$ cat config.mk
export PLATFORM = sky130hd
export DESIGN_NAME = rvfi_retire_tracker
export DESIGN_NICKNAME = d
export VERILOG_FILES = /design/src/rtl/rvfi_tracker_pkg.sv /design/src/rtl/retire_prefix_count.sv /design/src/rtl/rvfi_retire_tracker.sv
export SDC_FILE = /design/constraint.sdc
export NUM_CORES = 1
export LEC_CHECK = 0
export CELL_PAD_IN_SITES_DETAIL_PLACEMENT = 2
export CELL_PAD_IN_SITES_GLOBAL_PLACEMENT = 2
export CORE_MARGIN = 2
export CORE_UTILIZATION = 29
export DETAILED_ROUTE_END_ITERATION = 6
export PLACE_DENSITY_LB_ADDON = 0.1
export SKIP_CTS_REPAIR_TIMING = 1
export SYNTH_ARGS = -nofsm -noshare
export SYNTH_HDL_FRONTEND = slang
export SYNTH_HIERARCHICAL = 1
export SYNTH_SLANG_ARGS = --single-unit
export TNS_END_PERCENT = 10
$ cat constraint.sdc
create_clock -name clk -period 5.1 [get_ports clk]
set_clock_uncertainty 0.2 [all_clocks]
set_input_delay 0.765 -clock clk [delete_from_list [all_inputs] [get_ports clk]]
set_output_delay 0.765 -clock clk [all_outputs]
set_load 0.02 [all_outputs]
$ cat src/rtl/rvfi_tracker_pkg.sv
// Shared types and helpers for the multi-lane RVFI retirement tracker.
package rvfi_tracker_pkg;

  typedef enum logic [1:0] {
    ST_RUN     = 2'd0,
    ST_HALTED  = 2'd1,
    ST_TIMEOUT = 2'd2
  } state_e;

  localparam int unsigned MAX_CH = 8;

  // A lane mask is contiguous when its set bits form a run starting at lane 0.
  function automatic logic lanes_contiguous(input logic [MAX_CH-1:0] mask);
    return (mask & (mask + MAX_CH'(1))) == '0;
  endfunction

endpackage

$ cat src/rtl/retire_prefix_count.sv
// Per-lane prefix popcount of accepted lanes, with every lane after the first
// halting lane cut from the accepted mask.
module retire_prefix_count #(
  parameter int unsigned NUM_CH = 2,
  parameter int unsigned CNT_W  = 2
) (
  input  logic [NUM_CH-1:0]       valid_i,
  input  logic [NUM_CH-1:0]       hit_i,
  output logic [NUM_CH-1:0]       keep_c,
  output logic [NUM_CH*CNT_W-1:0] prefix_c,
  output logic [CNT_W-1:0]        total_c
);

  logic             cut;
  logic [CNT_W-1:0] run;

  always_comb begin
    cut      = 1'b0;
    run      = '0;
    keep_c   = '0;
    prefix_c = '0;
    for (int i = 0; i < NUM_CH; i++) begin
      keep_c[i]                   = valid_i[i] & ~cut;
      prefix_c[i*CNT_W +: CNT_W]  = run;
      run                         = run + CNT_W'(keep_c[i]);
      if (keep_c[i] && hit_i[i]) cut = 1'b1;
    end
    total_c = run;
  end

endmodule

$ cat src/rtl/rvfi_retire_tracker.sv
// Multi-lane retirement monitor: assigns RVFI order numbers, counts retirements,
// and flags halt (repeated self-loop), watchdog timeout and non-contiguous lanes.
module rvfi_retire_tracker
  import rvfi_tracker_pkg::*;
#(
  parameter int unsigned NUM_CH         = 2,
  parameter int unsigned XLEN           = 32,
  parameter int unsigned ORDER_W        = 64,
  parameter int unsigned HALT_REPEAT    = 2,
  parameter int unsigned TIMEOUT_CYCLES = 10000
) (
  input  logic                      clk,
  input  logic                      rst,
  input  logic [NUM_CH-1:0]         commit_valid_i,
  input  logic [NUM_CH*XLEN-1:0]    commit_pc_rdata_i,
  input  logic [NUM_CH*XLEN-1:0]    commit_pc_wdata_i,
  output logic [NUM_CH-1:0]         out_valid_o,
  output logic [NUM_CH*ORDER_W-1:0] out_order_o,
  output logic [ORDER_W-1:0]        commit_count_o,
  output logic                      halt_o,
  output logic [XLEN-1:0]           halt_pc_o,
  output logic                      timeout_o,
  output logic                      lane_err_o
);

  localparam int unsigned CNT_W  = $clog2(NUM_CH + 1);
  localparam int unsigned LOOP_W = $clog2(HALT_REPEAT + 1);
  localparam int unsigned IDLE_W = (TIMEOUT_CYCLES > 0) ? $clog2(TIMEOUT_CYCLES + 1) : 1;

  state_e                    state_q, state_d;
  logic [ORDER_W-1:0]        count_q, count_d;
  logic [LOOP_W-1:0]         loop_cnt_q, loop_cnt_d;
  logic [XLEN-1:0]           loop_pc_q, loop_pc_d;
  logic [IDLE_W-1:0]         idle_q, idle_d;
  logic [NUM_CH-1:0]         out_valid_q, out_valid_d;
  logic [NUM_CH*ORDER_W-1:0] out_order_q, out_order_d;
  logic                      halt_q, halt_d;
  logic [XLEN-1:0]           halt_pc_q, halt_pc_d;
  logic                      timeout_q, timeout_d;
  logic                      lane_err_q, lane_err_d;

  logic [NUM_CH-1:0]         hit_c;
  logic [NUM_CH-1:0]         keep_c;
  logic [NUM_CH*CNT_W-1:0]   prefix_c;
  logic [CNT_W-1:0]          total_c;
  logic [LOOP_W-1:0]         scan_cnt_c;
  logic [XLEN-1:0]           scan_pc_c;

  // Lane-ordered self-loop scan; the first lane reaching HALT_REPEAT is the cut point.
  always_comb begin
    logic [LOOP_W-1:0] cnt;
    logic [XLEN-1:0]   lpc;
    logic [XLEN-1:0]   rd;
    logic [XLEN-1:0]   wd;
    logic              done;
    cnt   = loop_cnt_q;
    lpc   = loop_pc_q;
    done  = 1'b0;
    rd    = '0;
    wd    = '0;
    hit_c = '0;
    for (int i = 0; i < NUM_CH; i++) begin
      rd = commit_pc_rdata_i[i*XLEN +: XLEN];
      wd = commit_pc_wdata_i[i*XLEN +: XLEN];
      if (commit_valid_i[i] && !done) begin
        if (wd == rd) begin
          if (lpc == rd) begin
            if (cnt < LOOP_W'(HALT_REPEAT)) cnt = cnt + LOOP_W'(1);
          end else begin
            cnt = LOOP_W'(1);
            lpc = rd;
          end
        end else begin
          cnt = '0;
        end
        if (cnt == LOOP_W'(HALT_REPEAT)) begin
          hit_c[i] = 1'b1;
          done     = 1'b1;
        end
      end
    end
    scan_cnt_c = cnt;
    scan_pc_c  = lpc;
  end

  retire_prefix_count #(
    .NUM_CH (NUM_CH),
    .CNT_W  (CNT_W)
  ) u_prefix (
    .valid_i  (commit_valid_i),
    .hit_i    (hit_c),
    .keep_c   (keep_c),
    .prefix_c (prefix_c),
    .total_c  (total_c)
  );

  // Next-state and registered-output logic.
  always_comb begin
    state_d     = state_q;
    count_d     = count_q;
    loop_cnt_d  = loop_cnt_q;
    loop_pc_d   = loop_pc_q;
    idle_d      = idle_q;
    out_valid_d = '0;
    out_order_d = '0;
    halt_d      = halt_q;
    halt_pc_d   = halt_pc_q;
    timeout_d   = timeout_q;
    lane_err_d  = lane_err_q;
    unique case (state_q)
      ST_RUN: begin
        if (!lanes_contiguous(MAX_CH'(commit_valid_i))) lane_err_d = 1'b1;
        out_valid_d = keep_c;
        for (int i = 0; i < NUM_CH; i++) begin
          if (keep_c[i]) begin
            out_order_d[i*ORDER_W +: ORDER_W] = count_q + ORDER_W'(prefix_c[i*CNT_W +: CNT_W]);
          end
        end
        count_d    = count_q + ORDER_W'(total_c);
        loop_cnt_d = scan_cnt_c;
        loop_pc_d  = scan_pc_c;
        if (|hit_c) begin
          state_d   = ST_HALTED;
          halt_d    = 1'b1;
          halt_pc_d = scan_pc_c;
          idle_d    = '0;
        end else if (|commit_valid_i) begin
          idle_d = '0;
        end else if (TIMEOUT_CYCLES > 0) begin
          idle_d = idle_q + IDLE_W'(1);
          if (idle_d == IDLE_W'(TIMEOUT_CYCLES)) begin
            state_d   = ST_TIMEOUT;
            timeout_d = 1'b1;
          end
        end
      end
      default: begin
      end
    endcase
  end

  always_ff @(posedge clk) begin
    if (rst) begin
      state_q     <= ST_RUN;
      count_q     <= '0;
      loop_cnt_q  <= '0;
      loop_pc_q   <= '0;
      idle_q      <= '0;
      out_valid_q <= '0;
      out_order_q <= '0;
      halt_q      <= 1'b0;
      halt_pc_q   <= '0;
      timeout_q   <= 1'b0;
      lane_err_q  <= 1'b0;
    end else begin
      state_q     <= state_d;
      count_q     <= count_d;
      loop_cnt_q  <= loop_cnt_d;
      loop_pc_q   <= loop_pc_d;
      idle_q      <= idle_d;
      out_valid_q <= out_valid_d;
      out_order_q <= out_order_d;
      halt_q      <= halt_d;
      halt_pc_q   <= halt_pc_d;
      timeout_q   <= timeout_d;
      lane_err_q  <= lane_err_d;
    end
  end

  assign out_valid_o    = out_valid_q;
  assign out_order_o    = out_order_q;
  assign commit_count_o = count_q;
  assign halt_o         = halt_q;
  assign halt_pc_o      = halt_pc_q;
  assign timeout_o      = timeout_q;
  assign lane_err_o     = lane_err_q;

endmodule

# Yosys cells after proc, flatten, opt, wreduce, memory -nomap -nowiden
# Cells that the tools add are included.
# word_totals
reg_bits	279
inputBits	132
out_inout_bits	229
word_cells	79
# classes
addsub	7
order_cmp	2
n_eq_ne	8
n_mux	26
bitwise	9
reduce_logical	15
# op_table
op	count
two-way mux 32 bit	6
equality test 32 bit	4
adder 64 x 1 -> 64 bit	1
adder 64 x 2 -> 64 bit	1
two-way mux 14 bit	2
two-way mux 2 bit	13
adder 14 x 1 -> 14 bit, second input constant	1
equality test 14 bit, second input constant	1
zero test 8 bit	1
inverter 1 bit	7
OR reduction 2 bit	3
OR reduction 3 bit	2
two-way mux 1 bit	5
adder 2 x 1 -> 2 bit, second input constant	2
equality test 2 bit, second input constant	2
less-than comparator 2 bit, second input constant	2
AND reduction 2 bit	2
AND reduction 4 bit	1
adder 2 x 1 -> 3 bit, second input constant	1
bitwise AND 2 x 3 -> 3 bit	1
AND reduction 3 bit	1
adder 1 x 1 -> 2 bit	1
logical AND 1 bit	2
zero test 2 bit	1
other kinds (4)	4

# Depth between registers and ports, before layout
# depth
word_depth	17
mapped_depth	18
depth_no_buf	17

# Cells and area by module
# The synthesis kept the hierarchy.
# by_module_without_submodules
module	n_inst	cells_each	area_each_um2	seq_area_each_um2
rvfi_retire_tracker	1	1791	14517.7	5585.4
retire_prefix_count	1	8	65.1	0.0

# Worst setup path after synthesis
# Ideal clock, no wire load.
# synth_path
kind	input -> register
from	in commit_pc_rdata_i[11]
to	reg count_q[44], in the netlist commit_count_o[44]
setup_time_ns	0.070
t_arrival_ns	4.308
required_time_ns	4.830
path_slack_ns	0.522
path_stages	18
n_path_buf	1
cell_sequence	buf_2 xor2_1 nor4_1 nand4_1 nor3_1 nand4_1 inv_1 a21boi_2 ha_1 ha_1 inv_1 fa_1 nor2_1 nand2_1 nor3_1 nand3_1 or3_1 a21oi_1
# synth_between
elab_chain_cells	13
word_cells_on_any_way	14
cone_classes	add/sub: 2; eq/ne: 3; mux: 6; bitwise: 2; reduce/logical: 1
# synth_lines
item	line	rtl
from (decl)	rvfi_retire_tracker.sv:15	input logic [NUM_CH*XLEN-1:0] commit_pc_rdata_i,
equality test 32 bit	rvfi_retire_tracker.sv:67	if (lpc == rd) begin
two-way mux 2 bit	rvfi_retire_tracker.sv:67	
two-way mux 2 bit *	rvfi_retire_tracker.sv:66	if (wd == rd) begin
two-way mux 2 bit *	rvfi_retire_tracker.sv:65	if (commit_valid_i[i] && !done) begin
equality test 2 bit *	rvfi_retire_tracker.sv:76	if (cnt == LOOP_W'(HALT_REPEAT)) begin
two-way mux 1 bit *	rvfi_retire_tracker.sv:76	
two-way mux 1 bit *	rvfi_retire_tracker.sv:65	
named net hit_c[0]	rvfi_retire_tracker.sv:42	logic [NUM_CH-1:0] hit_c;
logical AND 1 bit *	retire_prefix_count.sv:26	if (keep_c[i] && hit_i[i]) cut = 1'b1;
two-way mux 1 bit *	retire_prefix_count.sv:26	
inverter 1 bit *	retire_prefix_count.sv:23	keep_c[i] = valid_i[i] & ~cut;
bitwise AND 1 bit *	retire_prefix_count.sv:23	
named net keep_c[1]	rvfi_retire_tracker.sv:43	logic [NUM_CH-1:0] keep_c;
adder 1 x 1 -> 2 bit *	retire_prefix_count.sv:25	run = run + CNT_W'(keep_c[i]);
named net total_c[0]	rvfi_retire_tracker.sv:45	logic [CNT_W-1:0] total_c;
adder 64 x 2 -> 64 bit *	rvfi_retire_tracker.sv:119	count_d = count_q + ORDER_W'(total_c);
to (signal assigned)	rvfi_retire_tracker.sv:157	count_q <= count_d;
to (decl)	rvfi_retire_tracker.sv:31	logic [ORDER_W-1:0] count_q, count_d;
# Mark *: on every way through the listed nets, which the timed path passes. The rest lies on a longest branch. The select of a mux whose other input is x is not followed.
# A chain may end at the register's enable or synchronous reset.

# Final worst setup path
# layout_path
from	in commit_pc_rdata_i[10]
to	reg count_q[38], in the netlist commit_count_o[38]
# Same word-level chain as after synthesis.

==> run summary <==
Routing usage on met2 -> 41.73%
Fin util -> 41.08%
Post-route DRC -> 0
R2R setup slack -> 1.00 ns
Rel. slew slack -> 24.28%
Port-buffer cells -> 360
Final min period -> 4.968 ns
Largest net degree at the start of global routing -> 85
CTS Root Cell -> clkbuf_16
Drt wl/cell -> 24.73 um
CORE AREA -> 49860 um^2
Total number of vias -> 15010
Commonest non-fill, non-tap cell in the layout -> clkdlybuf4s50_1
Worst-Skew Late Latency -> 0.55 ns
Reg clk slew, reported paths -> 0.06 ns
Drt first pass iters -> 7
Critical R2R Capture -> commit_count_o[38]
Dpl hpwl -> 53040 um
Pwr Total -> 5354 uW
Slew Limit Fails -> 0
Total clock sinks -> 279
Critical Path AT -> 5.24 ns
Final wirelength -> 70090 um
Fraction of layout cells with a size suffix above 1 -> 9.078%
Global route hottest layer -> met2
Die footprint -> 52070 um^2
Gpl congestion -> 0.8742
Hold Path Depth -> 2
Final Hold Fails -> 0
Worst VDD drop -> 0.2278 mV
Highest-count cells in the layout ignoring fill and taps -> clkdlybuf4s50_1 (359), dfxtp_1 (279), xor2_1 (204)
Global route overflow -> 0
Initial antenna violation count -> 3
M1 GR Usage -> 36.09%
Area Growth Syn to Fin -> 40.51%
Die Ht -> 228.2 um
Critical R2R Launch -> loop_pc_q[28]
Design internal power -> 4016 uW
Max cap viols -> 0
Startpoint Class -> input port
Top Ports -> 361
Crit Path Category -> in -> reg
Cell area after synthesis -> 14580 um^2
WP data required -> 5.37 ns
H-tree Lvls -> 2
Worst Hold End -> timeout_o
First DRT Iteration DRCs -> 839
Min Hold Slack -> 0.2660 ns
PD cells -> 261.4 nW/um^2
Final instance area -> 20480 um^2
Vias in the first global route -> 16120
Detail Route Antenna Nets -> 0
Row count -> 82
Syn Inst Count -> 1798
Syn avg cell area -> 8.107 um^2
CTS tree -> built
Fin crit share -> 97.42%
Pleak -> 0.007002 uW
HP Start -> timeout_o
Nets@finish -> 2279
Ys Warns -> 6
Num CTS Buffers -> 36
Starting Density -> 29.23%
Max frequency -> 201.3 MHz
Switch share -> 24.98%
Sequential share of power -> 41.1%
Bufs on Longest Clock Path -> 3
Grt met3 use -> 4.813%
Critical path peak fanout -> 7
P_sw -> 1338 uW
Clock Power Share -> 49.8%
Tot GR Track Use -> 26.36%
Status -> completed
Post-place instance area -> 19250 um^2
Kind of end point of the critical path -> flop
Worst R2R Path Depth -> 16
Die width -> 228.2 um
First-pass GRT wire length -> 105100 um
Final setup viols -> 0
DR vias/cell -> 5.295
Slew @ Worst Pin -> 1.136 ns
Hold Crit Class -> reg -> reg
Combinational Power Share -> 9.1%
-- sequential cells by signal (all words and copies together) (netlist names), 2 cells and up --
| register | count |
|---|---|
| commit_count_o | 64 |
| halt_pc_o | 32 |
| idle_q | 14 |
| loop_cnt_q | 2 |
| loop_pc_q | 32 |
| out_order_o | 128 |
| out_valid_o | 2 |
| state_q | 2 |
-- worst max-delay path by stage --
stage	from	endpoint	cells after the start
6_report	commit_pc_rdata_i[10]	commit_count_o[38]	20
5_1_grt	commit_pc_rdata_i[10]	commit_count_o[38]	20
4_1_cts	commit_pc_rdata_i[6]	commit_count_o[52]	21
3_5_place_dp	commit_pc_rdata_i[6]	commit_count_o[52]	21
3_3_place_gp	commit_pc_rdata_i[10]	commit_count_o[52]	21
2_1_floorplan	commit_pc_rdata_i[11]	commit_count_o[44]	18
-- worst max-delay path, stage by stage --
cell and delay (ns):
clkdlybuf4s50_1 0.44, xor2_1 0.19, nor4_2 0.41, buf_4 0.19, nand4_1 0.11, buf_4 0.18
nor3_1 0.24, buf_4 0.17, nand4_1 0.17, inv_1 0.11, a21boi_2 0.06, ha_1 0.27
ha_1 0.16, inv_1 0.06, fa_1 0.39, or3_1 0.34, nor2_1 0.14, nand2_1 0.26
or3_1 0.42, a21oi_1 0.15
-- power groups by stage --
| stage | combinational (uW) | clock, uW | sequential [uW] |
|---|---|---|---|
| 6_report | 487 | 2660 | 2200 |
| 3_5_place_dp | 477 | 0 | 2250 |
| 3_3_place_gp | 469 | 0 | 2250 |
| 4_1_cts | 482 | 2730 | 2200 |
| 5_1_grt | 519 | 2820 | 2200 |
| 2_1_floorplan | 203 | 0 | 2260 |
-- area by class of cell --
class | count | area, um^2
antenna | 3 | 7.507
clock buffer | 53 | 1076
clock inverter | 10 | 135.1
fill | 5590 | 29380
inverter | 66 | 247.7
multi-input combinational | 1277 | 8070
sequential | 279 | 5585
tap | 672 | 840.8
timing repair buffer | 474 | 4519
-- per-layer routing --
metal	routed length (um)	share of wire [%]	vias to the layer above
li1	-	-	6841
met1	32630	47	7644
met2	31640	45	412
met3	3755	5.4	110
met4	2052	2.9	0
met5	0	0	-
-- through the flow --
step           std cells  worst slack (ns)  TNS [ns]
2_1_floorplan       1800            0.5216         0
4_1_cts             2831           0.02237         0
3_3_place_gp        2768           -0.3352    -3.836
5_1_grt             2834          -0.07262   -0.3533
6_report            2834            0.1315         0
3_5_place_dp        2768           -0.5045    -5.724
Note: power is estimated with default switching activity, not from simulation.
==> patch (config.mk and constraints unchanged) <==
Set the parameter `TIMEOUT_CYCLES` to 2500 (it was 10000).
--- a/src/rtl/rvfi_retire_tracker.sv
+++ b/src/rtl/rvfi_retire_tracker.sv
@@ -8,5 +8,5 @@
   parameter int unsigned ORDER_W        = 64,
   parameter int unsigned HALT_REPEAT    = 2,
-  parameter int unsigned TIMEOUT_CYCLES = 10000
+  parameter int unsigned TIMEOUT_CYCLES = 2500
 ) (
   input  logic                      clk,
Formal check against the unedited RTL: no difference found for any inputs over 4 cycles, from zero or initial values and one cycle with rst high; that may be too few to reach the edited logic, so the function may still have changed.
==> patch against the unedited design <==
Register-to-register slack worse by 0.37 ns; fmax grew 0.49%; global-route usage down 0.21 points; design area rose by 1.7%; synthesized cell count fell by 4.8%; die area rose by 0.93%; setup slack gained 0.024 ns; power grew 0.22%; wire length shrank 0.29%; synthesized area grew 0.94%; hold slack lost 0.012 ns; sequential cell count shrank 2; critical path type unchanged; largest cell class unchanged; largest power group unchanged.
==> patch: results (changes against the unedited design) <==
Power and ir drop
  • IR Drop Worst-Case VDD: 209 µV (-8.1%)
  • Clock share of power: 0.495 (-0.003)
  • Internal power: 4.03 mW (+0.38%)
  • Pleak: 7.19 nW (+2.7%)
  • P_clk: 2.65 mW (about the same)

Finish
  • Layout fillers: 5,484 (-1.9%)
  • Layout net count: 2,250 (-1.3%)
  • Final non-filler cell total: 2,805 (-1.0%)
  • Share of cells above drive strength 1: 0.121 (+0.0300)
  • Max reg flops: 128 (unchanged)

Run status
  • Status: complete, no violations

Global routing
  • Met2 GRT Util: 0.427 (+0.00988)
  • Initial antenna violation count: 6 (+3)
  • Total track usage: 0.262 (-0.00207)
  • Largest net degree at the start of global routing: 65 (-24%)
  • Grt met3 use: 0.0547 (+0.00653)
  • Number of global-route vias before repair: 15,844 (-1.7%)
  • First-pass GRT wire length: 105,000 µm (-0.49%)
  • Routing usage on met1: 0.347 (-0.0138)

Routing
  • Via/cell ratio: 5.20 (-1.7%)
  • Pre-Repair DR Iteration Count: 5 (-2)
  • DR WL/cell: 24.9 µm (+0.74%)
  • Initial DRC Count: 605 (-28%)
  • Routed wl met2: 32,600 µm (+2.9%)
  • M1 WL: 31,600 µm (-3.3%)
  • Top layer in use: met5
  • Met3 wire length: 3960 µm (+5.6%)

Min path
  • Hold path cells: 2 (unchanged)
  • Worst Hold End: timeout_o
  • Hold path startpoint: timeout_o

Critical path
  • Reg2reg setup slack: 0.63 ns (-0.37 ns)
  • R2r startpoint: loop_pc_q[17]
  • Worst Path Max Fanout: 6 (-1)
  • Reg2reg end: commit_count_o[63]
  • Critical Path AT: 5.23 ns (about the same)
  • Worst r2r path cells: 18 (+2)
  • Worst setup startpoint: commit_pc_rdata_i[23]

Place
  • Detailed Place HPWL: 53,500 µm (+0.88%)
  • Place WS: -0.670 ns (-0.165 ns)
  • PortBufs: 360 (unchanged)
  • Placement-stage cell area: 0.0196 mm² (+1.6%)
  • Routability cong.: 0.919 (+5.2%)
  • DP Cell Count: 2,739 (-1.0%)

Yosys
  • Post-synthesis adder-cell area fraction: 0.0126
  • Mux cell area share after synthesis: 0.0432
  • Post-synth top cells: 277 x dfxtp_1, 185 x nor2_1, 153 x xor2_1, 119 x a21oi_1, 112 x xnor2_1
  • Post-synthesis xor/xnor area fraction: 0.158
  • Yosys cell types: 69
  • Syn_area_per_cell: 8.60 µm² (+6.1%)

STA
  • Setup ws final: 0.156 ns (+0.0243 ns)
  • Worst hold slack: 0.254 ns (-0.0118 ns)
  • Slew headroom: 0.289 (+0.0459)

Clock network
  • Inserted Clock Buffers: 36 (unchanged)
patch: logic make-up after synthesis:
family / Yosys count
buffers and inverters: 185
xor gates and xnor gates: 265
other: 1
and+or+nand+nor: 604
muxes: 60
adders and majority gates: 13
AOI/OAI and AO/OA: 306
DFF: 277
patch: cell type report:
type	instances	area (µm²)	share of cell area
inverter	59	221	0.0106
timing repair buffer	480	4560	0.219
clock inverter	9	156	0.00751
multi-input combinational	1251	8440	0.405
sequential	277	5550	0.266
tap	672	841	0.0404
clock buffer	52	1040	0.0501
antenna	5	12.5	0.000601
patch: critical path, stage by stage:
cell and delay, ns:
clkdlybuf4s50_1 0.46, xor2_1 0.20, nor4_2 0.29, buf_4 0.17
nand4_1 0.10, or3_4 0.45, nor4b_4 0.30, buf_4 0.16
a21boi_2 0.05, ha_1 0.22, ha_1 0.29, a21o_1 0.12
nand3_1 0.16, nor2_1 0.22, nand2_1 0.15, or3_1 0.56
or3_1 0.41, a21oi_1 0.13
